==> src/rtl/ahb_burst_sequencer_pkg.sv <==
// rtl/ahb_burst_sequencer_pkg.sv - shared types for the AHB burst sequencer
package ahb_burst_sequencer_pkg;

  typedef enum logic [2:0] {
    BYTE     = 3'd0,
    HALFWORD = 3'd1,
    WORD     = 3'd2,
    DWORD    = 3'd3,
    QWORD    = 3'd4,
    OWORD    = 3'd5,
    W512     = 3'd6,
    W1024    = 3'd7
  } t_hsize;

  typedef enum logic [1:0] {
    IDLE  = 2'd0,
    ISSUE = 2'd1,
    RWAIT = 2'd2,
    DONE  = 2'd3
  } t_seq_state;

endpackage

==> src/rtl/ahb_burst_sequencer.sv <==
// rtl/ahb_burst_sequencer.sv - command-driven burst front end for the ahb_master UI port
module ahb_burst_sequencer
  import ahb_burst_sequencer_pkg::*;
#(
  parameter int DATA_WDT = 32,
  parameter int BEAT_WDT = 32
) (
  input  logic                i_hclk,
  input  logic                i_hreset_n,
  input  logic                i_cmd_valid,
  output logic                o_cmd_ready,
  input  logic [31:0]         i_cmd_addr,
  input  logic [BEAT_WDT-1:0] i_cmd_len,
  input  t_hsize              i_cmd_size,
  input  logic                i_cmd_write,
  input  logic                i_wd_valid,
  output logic                o_wd_ready,
  input  logic [DATA_WDT-1:0] i_wd_data,
  output logic [31:0]         o_ui_addr,
  output t_hsize              o_ui_size,
  output logic                o_ui_wr,
  output logic                o_ui_rd,
  output logic [BEAT_WDT-1:0] o_ui_min_len,
  output logic                o_ui_cont,
  output logic [DATA_WDT-1:0] o_ui_data,
  output logic                o_ui_dav,
  input  logic                i_ui_next,
  input  logic [DATA_WDT-1:0] i_ui_rdata,
  input  logic [31:0]         i_ui_raddr,
  input  logic                i_ui_rdav,
  output logic                o_rvalid,
  output logic [DATA_WDT-1:0] o_rdata,
  output logic [31:0]         o_raddr,
  output logic                o_done
);

  localparam logic [BEAT_WDT-1:0] BEAT_ONE = BEAT_WDT'(1);

  t_seq_state          state;
  logic                write_q;
  logic [BEAT_WDT-1:0] rem;
  logic [BEAT_WDT-1:0] rcnt;
  logic [BEAT_WDT-1:0] len_q;
  logic                consumed;
  logic [BEAT_WDT-1:0] rem_after;

  // A presented beat is only real when it is a read or a write with data behind it.
  assign consumed    = i_ui_next && (o_ui_rd || (o_ui_wr && o_ui_dav));
  assign rem_after   = consumed ? (rem - BEAT_ONE) : rem;
  assign o_cmd_ready = (state == IDLE);
  assign o_wd_ready  = (state == ISSUE) && write_q && i_ui_next && (rem_after != '0);

  always_ff @(posedge i_hclk or negedge i_hreset_n) begin
    if (!i_hreset_n) begin
      state        <= IDLE;
      write_q      <= 1'b0;
      rem          <= '0;
      rcnt         <= '0;
      len_q        <= '0;
      o_ui_addr    <= '0;
      o_ui_size    <= BYTE;
      o_ui_wr      <= 1'b0;
      o_ui_rd      <= 1'b0;
      o_ui_min_len <= '0;
      o_ui_cont    <= 1'b0;
      o_ui_data    <= '0;
      o_ui_dav     <= 1'b0;
      o_done       <= 1'b0;
    end else begin
      o_done <= 1'b0;
      // Read returns are counted up to the command length; stragglers are only forwarded.
      if ((state == ISSUE || state == RWAIT) && i_ui_rdav && (rcnt != len_q)) begin
        rcnt <= rcnt + BEAT_ONE;
      end
      case (state)
        IDLE: begin
          if (i_cmd_valid) begin
            write_q <= i_cmd_write;
            rem     <= i_cmd_len;
            len_q   <= i_cmd_len;
            rcnt    <= '0;
            if (i_cmd_len == '0) begin
              state  <= DONE;
              o_done <= 1'b1;
            end else begin
              o_ui_addr    <= i_cmd_addr;
              o_ui_size    <= i_cmd_size;
              o_ui_min_len <= i_cmd_len;
              o_ui_cont    <= 1'b0;
              o_ui_rd      <= ~i_cmd_write;
              o_ui_wr      <= i_cmd_write;
              o_ui_dav     <= 1'b0;
              state        <= ISSUE;
            end
          end
        end
        ISSUE: begin
          if (i_ui_next) begin
            if (consumed) begin
              rem       <= rem_after;
              o_ui_cont <= 1'b1;
            end
            if (write_q) begin
              // dav=0 with cont=1 shows BUSY; before the first beat it shows IDLE.
              if (rem_after != '0) begin
                o_ui_data <= i_wd_data;
                o_ui_dav  <= i_wd_valid;
              end else begin
                o_ui_wr   <= 1'b0;
                o_ui_cont <= 1'b0;
                o_ui_dav  <= 1'b0;
                state     <= DONE;
                o_done    <= 1'b1;
              end
            end else if (rem_after == '0) begin
              o_ui_rd   <= 1'b0;
              o_ui_cont <= 1'b0;
              state     <= RWAIT;
            end
          end
        end
        RWAIT: begin
          if (rcnt == len_q) begin
            state  <= DONE;
            o_done <= 1'b1;
          end
        end
        DONE: begin
          state <= IDLE;
        end
        default: begin
          state <= IDLE;
        end
      endcase
    end
  end

  always_ff @(posedge i_hclk or negedge i_hreset_n) begin
    if (!i_hreset_n) begin
      o_rvalid <= 1'b0;
      o_rdata  <= '0;
      o_raddr  <= '0;
    end else begin
      o_rvalid <= i_ui_rdav;
      o_rdata  <= i_ui_rdata;
      o_raddr  <= i_ui_raddr;
    end
  end

endmodule
==> config.mk <==
export PLATFORM = sky130hd
export DESIGN_NAME = ahb_burst_sequencer
export DESIGN_NICKNAME = d
export VERILOG_FILES = /design/src/rtl/ahb_burst_sequencer_pkg.sv /design/src/rtl/ahb_burst_sequencer.sv
export SDC_FILE = /design/constraint.sdc
export NUM_CORES = 1
export LEC_CHECK = 0
export CAP_MARGIN = 20
export CORE_MARGIN = 8
export CORE_UTILIZATION = 51
export CTS_BUF_LIST = sky130_fd_sc_hd__clkbuf_16
export CTS_CLUSTER_DIAMETER = 30
export DETAILED_ROUTE_END_ITERATION = 10
export PLACE_DENSITY = 0.92
export SLEW_MARGIN = 20
export SYNTH_ARGS = -nofsm -noshare
export SYNTH_HDL_FRONTEND = slang
export SYNTH_SLANG_ARGS = --single-unit
==> constraint.sdc <==
create_clock -name i_hclk -period 6.5 [get_ports i_hclk]
set_input_delay 0.975 -clock i_hclk [delete_from_list [all_inputs] [get_ports i_hclk]]
set_output_delay 0.975 -clock i_hclk [all_outputs]
set_load 0.005 [all_outputs]
Word level (Yosys, flattened, before mapping)
Index checks and enable logic that the tools add are counted.
{ "word_totals": {"register_bits": 268, "in_bits": 170, "output_inout_bits": 171, "word_cells": 107} }
{ "op_classes": {"n_addsub": 2, "n_eq_ne": 16, "muxes": 47, "bitwise_logic": 2, "reduce_logical": 23} }
{ "ops": {"columns": ["op", "count"], "rows": [
  ["two-way mux 32 bit", 7],
  ["logical NOT 32 bit", 2],
  ["one-hot mux 32 bit (2 select lines)", 1],
  ["adder 32 x 1 -> 32 bit (second input constant)", 1],
  ["== test 32 bit", 1],
  ["!= test 32 bit", 1],
  ["nonzero test 32 bit", 1],
  ["subtractor 32 x 1 -> 32 bit (second input constant)", 1],
  ["two-way mux 1 bit", 26],
  ["two-way mux 2 bit", 7],
  ["!= test 2 bit (second input constant)", 7],
  ["AND reduction 4 bit", 3],
  ["AND reduction 6 bit", 2],
  ["AND reduction 5 bit", 2],
  ["one-hot mux 1 bit (2 select lines)", 4],
  ["one-hot mux 2 bit (4 select lines)", 1],
  ["logical AND 1 bit", 7],
  ["== test 2 bit (second input constant)", 2],
  ["!= test 2 x 1 -> 1 bit (second input constant)", 2],
  ["!= test 3 x 2 -> 1 bit (second input constant)", 1],
  ["!= test 3 bit (second input constant)", 1],
  ["one-hot mux 1 bit (3 select lines)", 1],
  ["AND reduction 3 bit", 1],
  ["== test 2 x 1 -> 1 bit (second input constant)", 1],
  ["other kinds (5)", 7]
]} }

Logic depth before layout (Yosys ltp)
Gate-level depths: netlist of the first run.
{ "logic_depth": {"word_depth": 9, "depth_mapped": 12, "ltp_nobuf": 10} }

Worst setup path before layout of the first run
No wires, ideal clock.
{ "synth_timing": {"path_type": "input to output", "from": "input i_ui_next", "to": "output o_wd_ready", "arrival_time_ns": 2.994, "required_time_ns": 5.525, "slack_ns": 2.531, "path_stages": 9, "path_buffers": 2, "path_cell_list": "buf_2 -> nor4b_1 -> nand4b_1 -> nor4_2 -> xnor2_1 -> nor4_4 -> and3_4 -> nor3_4 -> buf_6"} }
{ "synth_via": {"elab_chain_cells": 4, "word_cells_on_any_way": 5, "cone_classes": "1 x mux; 4 x reduce/logical"} }
{ "synth_lines": {"columns": ["item", "line_no", "text"], "rows": [
  ["start: declaration", "ahb_burst_sequencer.sv:27", "input logic i_ui_next,"],
  ["logical AND 1 bit", "ahb_burst_sequencer.sv:48", "assign consumed = i_ui_next && (o_ui_rd || (o_ui_wr && o_ui_dav));"],
  ["two-way mux 32 bit", "ahb_burst_sequencer.sv:49", "assign rem_after = consumed ? (rem - BEAT_ONE) : rem;"],
  ["nonzero test 32 bit", "ahb_burst_sequencer.sv:51", "assign o_wd_ready = (state == ISSUE) && write_q && i_ui_next && (rem_after != '0);"],
  ["logical AND 1 bit *", "ahb_burst_sequencer.sv:51", null],
  ["end: declaration", "ahb_burst_sequencer.sv:17", "output logic o_wd_ready,"]
]} }
Every way passes the cells marked *; elsewhere a longest branch is shown, timed or not.

Worst setup path in the final report of the first run
Same ends and word-level chain as after synthesis.

==> run_results.csv, run 1 <==
group,metric,value,unit
logic_synthesis,ys.flop_type,"dfrtp_1",
clock_tree,ctsResizeCount,0,
detailed_routing,ant_nets,0,
place,gp_congestion,0.910,
logic_synthesis,synth_cells,1102,
detailed_routing,wl_per_cell,22.0,um
sta,rsz0062_at_grt,"no",
grt,grt_pass1_wl,59900,um
place,dp_hpwl,26600,um
sta,worstMarginPinSlew,0.883,ns
detailed_routing,dr.pass1.iters,6,
floorplanning,dieWidth,165,um
critical_path,r2r_cells,11,
floorplanning,die-area,27300,um2
sta,max_slew_margin,41.1,%
sta,max_freq,0.188,GHz
logic_synthesis,synth-xor-area-share,4.47,%
critical_path,worst-endpoint-required,5.52,ns
logic_synthesis,synth_simple_gate_area_share,20.4,%
detailed_routing,drc,0,
grt,top_usage_layer,"met2",
sta,hold_viol,0,
clock_tree,cts_setup_buffers,0,
clock_tree,cts_root_buffer,"clkbuf_16",
sta,fin_crit_sh,82.0,%
clock_tree,cts_sinks,268,
logic_synthesis,yosysSeqAreaShare,59.0,%
logic_synthesis,ys_types,62,
place,dp_slack,1.30,ns
critical_path,endpoint_kind,"output port",
sta,maxSlewViolCount,0,
place,dp_cells,1677,
logic_synthesis,synthMuxAreaShare,5.01,%
sta,setup_viol,0,
critical_path,max_stage_delay,0.71,ns
critical_path,slowest_stage,"clkdlybuf4s50_1",
place,place_area,15000,um2
critical_path,cpMostUsedCell,"clkdlybuf4s50_1",
sta,setup_ws,1.17,ns
floorplanning,ioPinCount,341,
critical_path,worstSetupPathType,"in -> out",
sta,fin_tns_setup,0,ns
worst_hold_path,hold_class,"in -> async",
layout,insertedDiodeCount,0,
clock_tree,tritoncts,"built",
logic_synthesis,synth_top_family_by_area,"simple AND/OR/NAND/NOR gates",
clock_tree,cts_buffers,53,
critical_path,path_buf_inv,2,
layout,final_cell_mix,"339 x clkdlybuf4s50_1, 304 x nand2_1, 268 x dfrtp_1",
logic_synthesis,synth-compound-area-share,7.69,%
logic_synthesis,yosysTopAreaCell,"dfrtp_1",
grt,grt_antenna_before_repair,1,
floorplanning,initial_utilization,51.9,%
logic_synthesis,ys_seq_elements,268,
pwr,power_density,484,nW/um2
pwr,vdd_drop_max,0.342,mV
critical_path,start_kind,"input pin",
clock_tree,path_clk_slew,0.05,ns
layout,syn_to_final_growth,48.0,%
clock_tree,cts_buffer_depth,3,
logic_synthesis,synth_fa_ha_area_share,0.660,%
grt,grt_usage,28.3,%
layout,drive_above_1_share,9.89,%
critical_path,crit_family,"simple AND/OR/NAND/NOR gates",
critical_path,critPathArrivalTime,4.35,ns
logic_synthesis,yosysWarnings,0,
critical_path,cp_max_fo,11,
logic_synthesis,syn_area,11400,um2
floorplanning,die_y,165,um
critical_path,path_cells,"clkdlybuf4s50_1 -> nor4b_1 -> nand4b_1 -> nor3b_1 -> o21ai_0 -> a211oi_1 -> and3_4 -> nor3_4 -> clkdlybuf4s50_1",
logic_synthesis,netlist_top_cells_area,"dfrtp_1 59%, nand2_1 10%, xnor2_1 3.9%",
grt,grt_start_max_net_pins,104,
grt,grt_use_met1,32.9,%
grt,grt_pass1_vias,10800,
outcome,outcome,"finished clean",
layout,final_area,16800,um2
pwr,leakage,7.40,nW
critical_path,r2r_slack,2.63,ns
logic_synthesis,avgSynthCellArea,10.3,um2
critical_path,crit_cells,9,
floorplanning,coreArea,21900,um2
detailed_routing,wl,39100,um
logic_synthesis,synth_edf_count,0,
detailed_routing,vias_per_cell,5.78,
clock_tree,h-tree-depth,2,
layout,final_net_count,1628,
floorplanning,rows,54,
clock_tree,hold_buffers,0,
sta,min_period,5.33,ns
clock_tree,clock_latency,0.56,ns
sta,fin_worst_skew,0.0221,ns
logic_synthesis,yosysTopAreaCellShare,59.0,%
grt,met2_usage,47.3,%
place,port-buffer-count,340,
layout,final_common_cell,"clkdlybuf4s50_1",
logic_synthesis,synth-async-reset-ratio,100,%
logic_synthesis,synth_fp_nets,1278,
grt,met3_usage,9.25,%
layout,final_cells,1776,
grt,grt_overflow_total,0,
detailed_routing,vias,10300,
detailed_routing,drt_iter0_markers,858,
run,maxCapViolations,0,
==> worst reg2reg max path, delay by kind of cell (launching register included) <==
kind | cells | cell delay, ns
buffers and inverters | 2 | 0.64
XOR/XNOR | 1 | 0.20
AO/OA/AOI/OAI | 1 | 0.11
adder cells (fa/ha/maj) | 1 | 0.30
AND/OR/NAND/NOR | 5 | 1.59
multiplexers | 1 | 0.43
flip-flops | 1 | 0.45
==> power breakdown <==
part | internal [mW] | leakage [nW] | switching, mW
clock network | 1.85 | 0.906 | 0.936
registers | 2.23 | 3.29 | 0.513
logic | 1.32 | 3.20 | 1.29
total | 5.41 | 7.40 | 2.74
==> final timing paths <==
path                                from       endpoint
setup / recovery               i_ui_next     o_wd_ready
hold / removal                i_hreset_n       len_q[4]
setup reg to reg                  rem[0]   o_ui_data[1]
hold reg to reg            o_ui_addr[28]  o_ui_addr[28]
max in group asynchronous     i_hreset_n     o_rdata[8]
min in group i_hclk        o_ui_addr[28]  o_ui_addr[28]
==> cell families after synthesis <==
| family | count (synthesis) |
|---|---|
| simple gates | 506 |
| flops | 268 |
| compound gates | 146 |
| buf+inv | 76 |
| xor+xnor | 58 |
| mux | 42 |
| fa+ha+maj | 6 |
==> cell usage after synthesis, drive strengths merged, types with 2 or more instances <==
| master | n |
|---|---|
| and3 | 5 |
| or4 | 5 |
| o221ai | 2 |
| ha | 6 |
| a21o | 3 |
| a32o | 2 |
| a31oi | 3 |
| and3b | 2 |
| mux2i | 7 |
| nor2 | 55 |
| inv | 19 |
| a211oi | 5 |
| nand3 | 30 |
| nand3b | 2 |
| o41ai | 2 |
| xor2 | 7 |
| o21ai | 42 |
| clkbuf | 46 |
| a21oi | 45 |
| buf | 11 |
| o211a | 2 |
| a22oi | 2 |
| nand4 | 25 |
| or3 | 14 |
| nor3b | 2 |
| nor4b | 4 |
| o22ai | 24 |
| dfrtp | 268 |
| and2 | 3 |
| nor4 | 22 |
| and4 | 4 |
| xnor2 | 51 |
| nand2 | 304 |
| nor3 | 23 |
| a222oi | 3 |
| mux2 | 35 |
| o21a | 2 |
==> cell type report <==
cell class                 count  area, um2
sequential                   268       6710
fill                        1308       5060
multi-input combinational    758       4360
timing repair buffer         352       3500
clock buffer                  53       1330
clock inverter                46        518
tap                          280        350
inverter                      19       71.3
==> stage by stage <==
| step | hold WS (ns) | power (mW) | utilization, % |
|---|---|---|---|
| after global placement | 0.457 | 5.12 | 68.5 |
| after floorplan | 0.467 | 3.98 | - |
| after global routing | 0.491 | 8.51 | 76.9 |
| after CTS | 0.475 | 8.14 | 76.9 |
| final | 0.440 | 8.14 | 76.9 |
| after detailed placement | 0.463 | 5.26 | 68.5 |
==> per-layer routing <==
metal | wire [um] | up-vias
li1 | - | 4486
met2 | 18900 | 679
met3 | 4150 | 136
met5 | 13 | -
met4 | 1720 | 2
met1 | 14400 | 4959
==> registers in the layout, summed over array words and instances (netlist names), 2 cells and up <==
register      flops
len_q            32
o_raddr          32
o_rdata          32
o_ui_addr        32
o_ui_data        32
o_ui_min_len     32
o_ui_size         3
rcnt             32
rem              32
state             2
(Power assumes the default switching activity.)
==> inputs of run 2 (changes only) <==
--- a/config.mk
+++ b/config.mk
@@ -7,11 +7,11 @@
 export LEC_CHECK = 0
 export CAP_MARGIN = 20
 export CORE_MARGIN = 8
-export CORE_UTILIZATION = 51
+export CORE_UTILIZATION = 43
 export CTS_BUF_LIST = sky130_fd_sc_hd__clkbuf_16
 export CTS_CLUSTER_DIAMETER = 30
 export DETAILED_ROUTE_END_ITERATION = 10
-export PLACE_DENSITY = 0.92
+export PLACE_DENSITY = 0.83
 export SLEW_MARGIN = 20
 export SYNTH_ARGS = -nofsm -noshare
 export SYNTH_HDL_FRONTEND = slang
==> constraint.sdc (replaced) <==
create_clock -name i_hclk -period 4.4 [get_ports i_hclk]
set_input_delay 0.66 -clock i_hclk [delete_from_list [all_inputs] [get_ports i_hclk]]
set_output_delay 0.66 -clock i_hclk [all_outputs]
set_load 0.005 [all_outputs]
==> run_results.csv, run 2 (synthesized netlist as in run 1, its figures left out) <==
group,metric,value,unit
detailed_routing,dr.pass1.iters,7,
critical_path,worst-endpoint-required,3.74,ns
critical_path,endpoint_kind,"output port",
clock_tree,cts_root_buffer,"clkbuf_16",
detailed_routing,wl,39100,um
floorplanning,coreArea,26000,um2
layout,final_net_count,1654,
outcome,outcome,"finished clean",
grt,grt_overflow_total,0,
detailed_routing,vias_per_cell,5.31,
place,port-buffer-count,340,
detailed_routing,dr.max_layer_used,"met5",
pwr,vdd_drop_max,0.537,mV
clock_tree,h-tree-depth,2,
pwr,power_density,708,nW/um2
detailed_routing,vias,9916,
clock_tree,cts_buffers,60,
critical_path,slowest_stage,"or4_1",
layout,final_cells,1866,
layout,multi_input_area,4410,um2
place,gp_congestion,0.874,
critical_path,worstSetupPathType,"reg -> out",
layout,fillers,1932,
sta,setup_ws,0.425,ns
sta,rsz0062_at_grt,"no",
detailed_routing,drt_iter0_markers,653,
detailed_routing,wl_met3,4220,um
clock_tree,cts_buffer_depth,3,
layout,final_cell_mix,"338 x clkdlybuf4s50_1, 304 x nand2_1, 267 x dfrtp_1",
sta,fin_crit_sh,90.3,%
critical_path,cp_max_fo,10,
layout,seqCellArea,6710,um2
detailed_routing,dr_wl_met2,19100,um
sta,fin_tns_setup,0,ns
floorplanning,rows,59,
clock_tree,tritoncts,"built",
grt,grt_pass1_wl,60000,um
place,place_area,15200,um2
floorplanning,initial_utilization,43.8,%
floorplanning,die-area,31900,um2
clock_tree,hold_buffers,0,
sta,maxSlewViolCount,0,
worst_hold_path,hold_class,"in -> async",
floorplanning,dieWidth,179,um
sta,timing.hold.ws,0.120,ns
sta,min_period,3.97,ns
floorplanning,ioPinCount,341,
grt,grt_start_max_net_pins,119,
sta,max_slew_margin,32.0,%
layout,final_common_cell,"clkdlybuf4s50_1",
pwr,p_total,12.3,mW
critical_path,max_stage_delay,0.66,ns
run,maxCapViolations,0,
sta,worstMarginPinSlew,1.02,ns
critical_path,path_cells,"or4_1 -> nor4_4 -> xor2_1 -> a211o_1 -> nor4_4 -> and3_4 -> nor3_4 -> dlymetal6s2s_1",
sta,hold_viol,0,
clock_tree,clock_latency,0.57,ns
clock_tree,path_clk_slew,0.05,ns
detailed_routing,wl_met1,14400,um
floorplanning,die_y,179,um
grt,grt_usage,24.3,%
clock_tree,cts_sinks,268,
layout,final_area,17300,um2
detailed_routing,wl_per_cell,20.9,um
detailed_routing,drc,0,
detailed_routing,ant_nets,0,
grt,grt_pass1_vias,10500,
sta,setup_viol,0,
sta,fin_worst_skew,0.0122,ns
critical_path,critPathArrivalTime,3.31,ns
sta,max_freq,0.252,GHz
place,dp_slack,0.241,ns
layout,fin_util,66.6,%
grt,grt_antenna_before_repair,5,
layout,drive_above_1_share,12.7,%
place,dp_cells,1750,
critical_path,cpMostUsedCell,"nor4_4",
layout,syn_to_final_growth,52.2,%
critical_path,start_kind,"flip-flop",
place,dp_hpwl,28100,um
pwr,leakage,7.62,nW
run 2: changes by cell type in the layout (fill, tap and decap cells not counted), sizes merged, moves of 4 or more:
cell      change
clkinvlp      +5
bufinv        -4
clkinv        +6
clkbuf        +8
buf          +19
run 2: layer usage:
layer	vias to the layer above	GRT usage (%)
li1	4546	-
met1	4798	27.2
met2	478	41.6
met3	86	8.91
met4	8	9.37
met5	-	0
run 2: report_power, final:
part | total [mW] | leakage [nW] | internal (mW) | switching (mW)
Sequential | 4.01 | 3.29 | 3.29 | 0.719
Combinational | 3.87 | 3.34 | 2.00 | 1.87
Clock | 4.37 | 0.985 | 2.86 | 1.52
run 2: area by class of cell:
| type | instances | area share, % |
|---|---|---|
| antenna | 1 | 0.0145 |
| clock buffer | 61 | 8.82 |
| clock inverter | 53 | 3.01 |
| inverter | 19 | 0.412 |
| multi-input combinational | 758 | 25.5 |
| sequential | 268 | 38.7 |
| tap | 335 | 2.42 |
| timing repair buffer | 371 | 21.1 |
run 2: worst paths after layout:
kind | from | end | slack [ns] | depth (start not counted)
worst max-delay path | rem[8] | o_wd_ready | 0.43 | 8
worst min-delay path | i_hreset_n | o_ui_data[7] | 0.12 | 1
worst max register to register | rem[0] | o_ui_data[0] | 0.89 | 13
worst min register to register | o_ui_size[1] | o_ui_size[1] | 0.47 | 2
max in group asynchronous | i_hreset_n | rem[0] | 3.23 | 2
min in group i_hclk | o_ui_size[1] | o_ui_size[1] | 0.47 | 2
run 2: worst max-delay path: cells and delay by family, from the launching register on:
kind / cells / cell delay [ns]
DFF: 1 / 0.49
buffers and inverters: 1 / 0.18
xor gates and xnor gates: 1 / 0.11
and+or+nand+nor: 5 / 1.68
AOI/OAI and AO/OA: 1 / 0.29
run 2: repair_timing:
item,CTS,global route
resized for setup,0,10
endpoints found under the setup margin,0,1
setup buffers,0,1
==> inputs of run 3 (changes only) <==
--- a/config.mk
+++ b/config.mk
@@ -12,7 +12,7 @@
 export CTS_CLUSTER_DIAMETER = 30
 export DETAILED_ROUTE_END_ITERATION = 10
 export PLACE_DENSITY = 0.83
-export SLEW_MARGIN = 20
+export SLEW_MARGIN = 10
 export SYNTH_ARGS = -nofsm -noshare
 export SYNTH_HDL_FRONTEND = slang
 export SYNTH_SLANG_ARGS = --single-unit
==> results of run 3 <==
No change in the layout: final DEF, timing and power equal those of run 2.
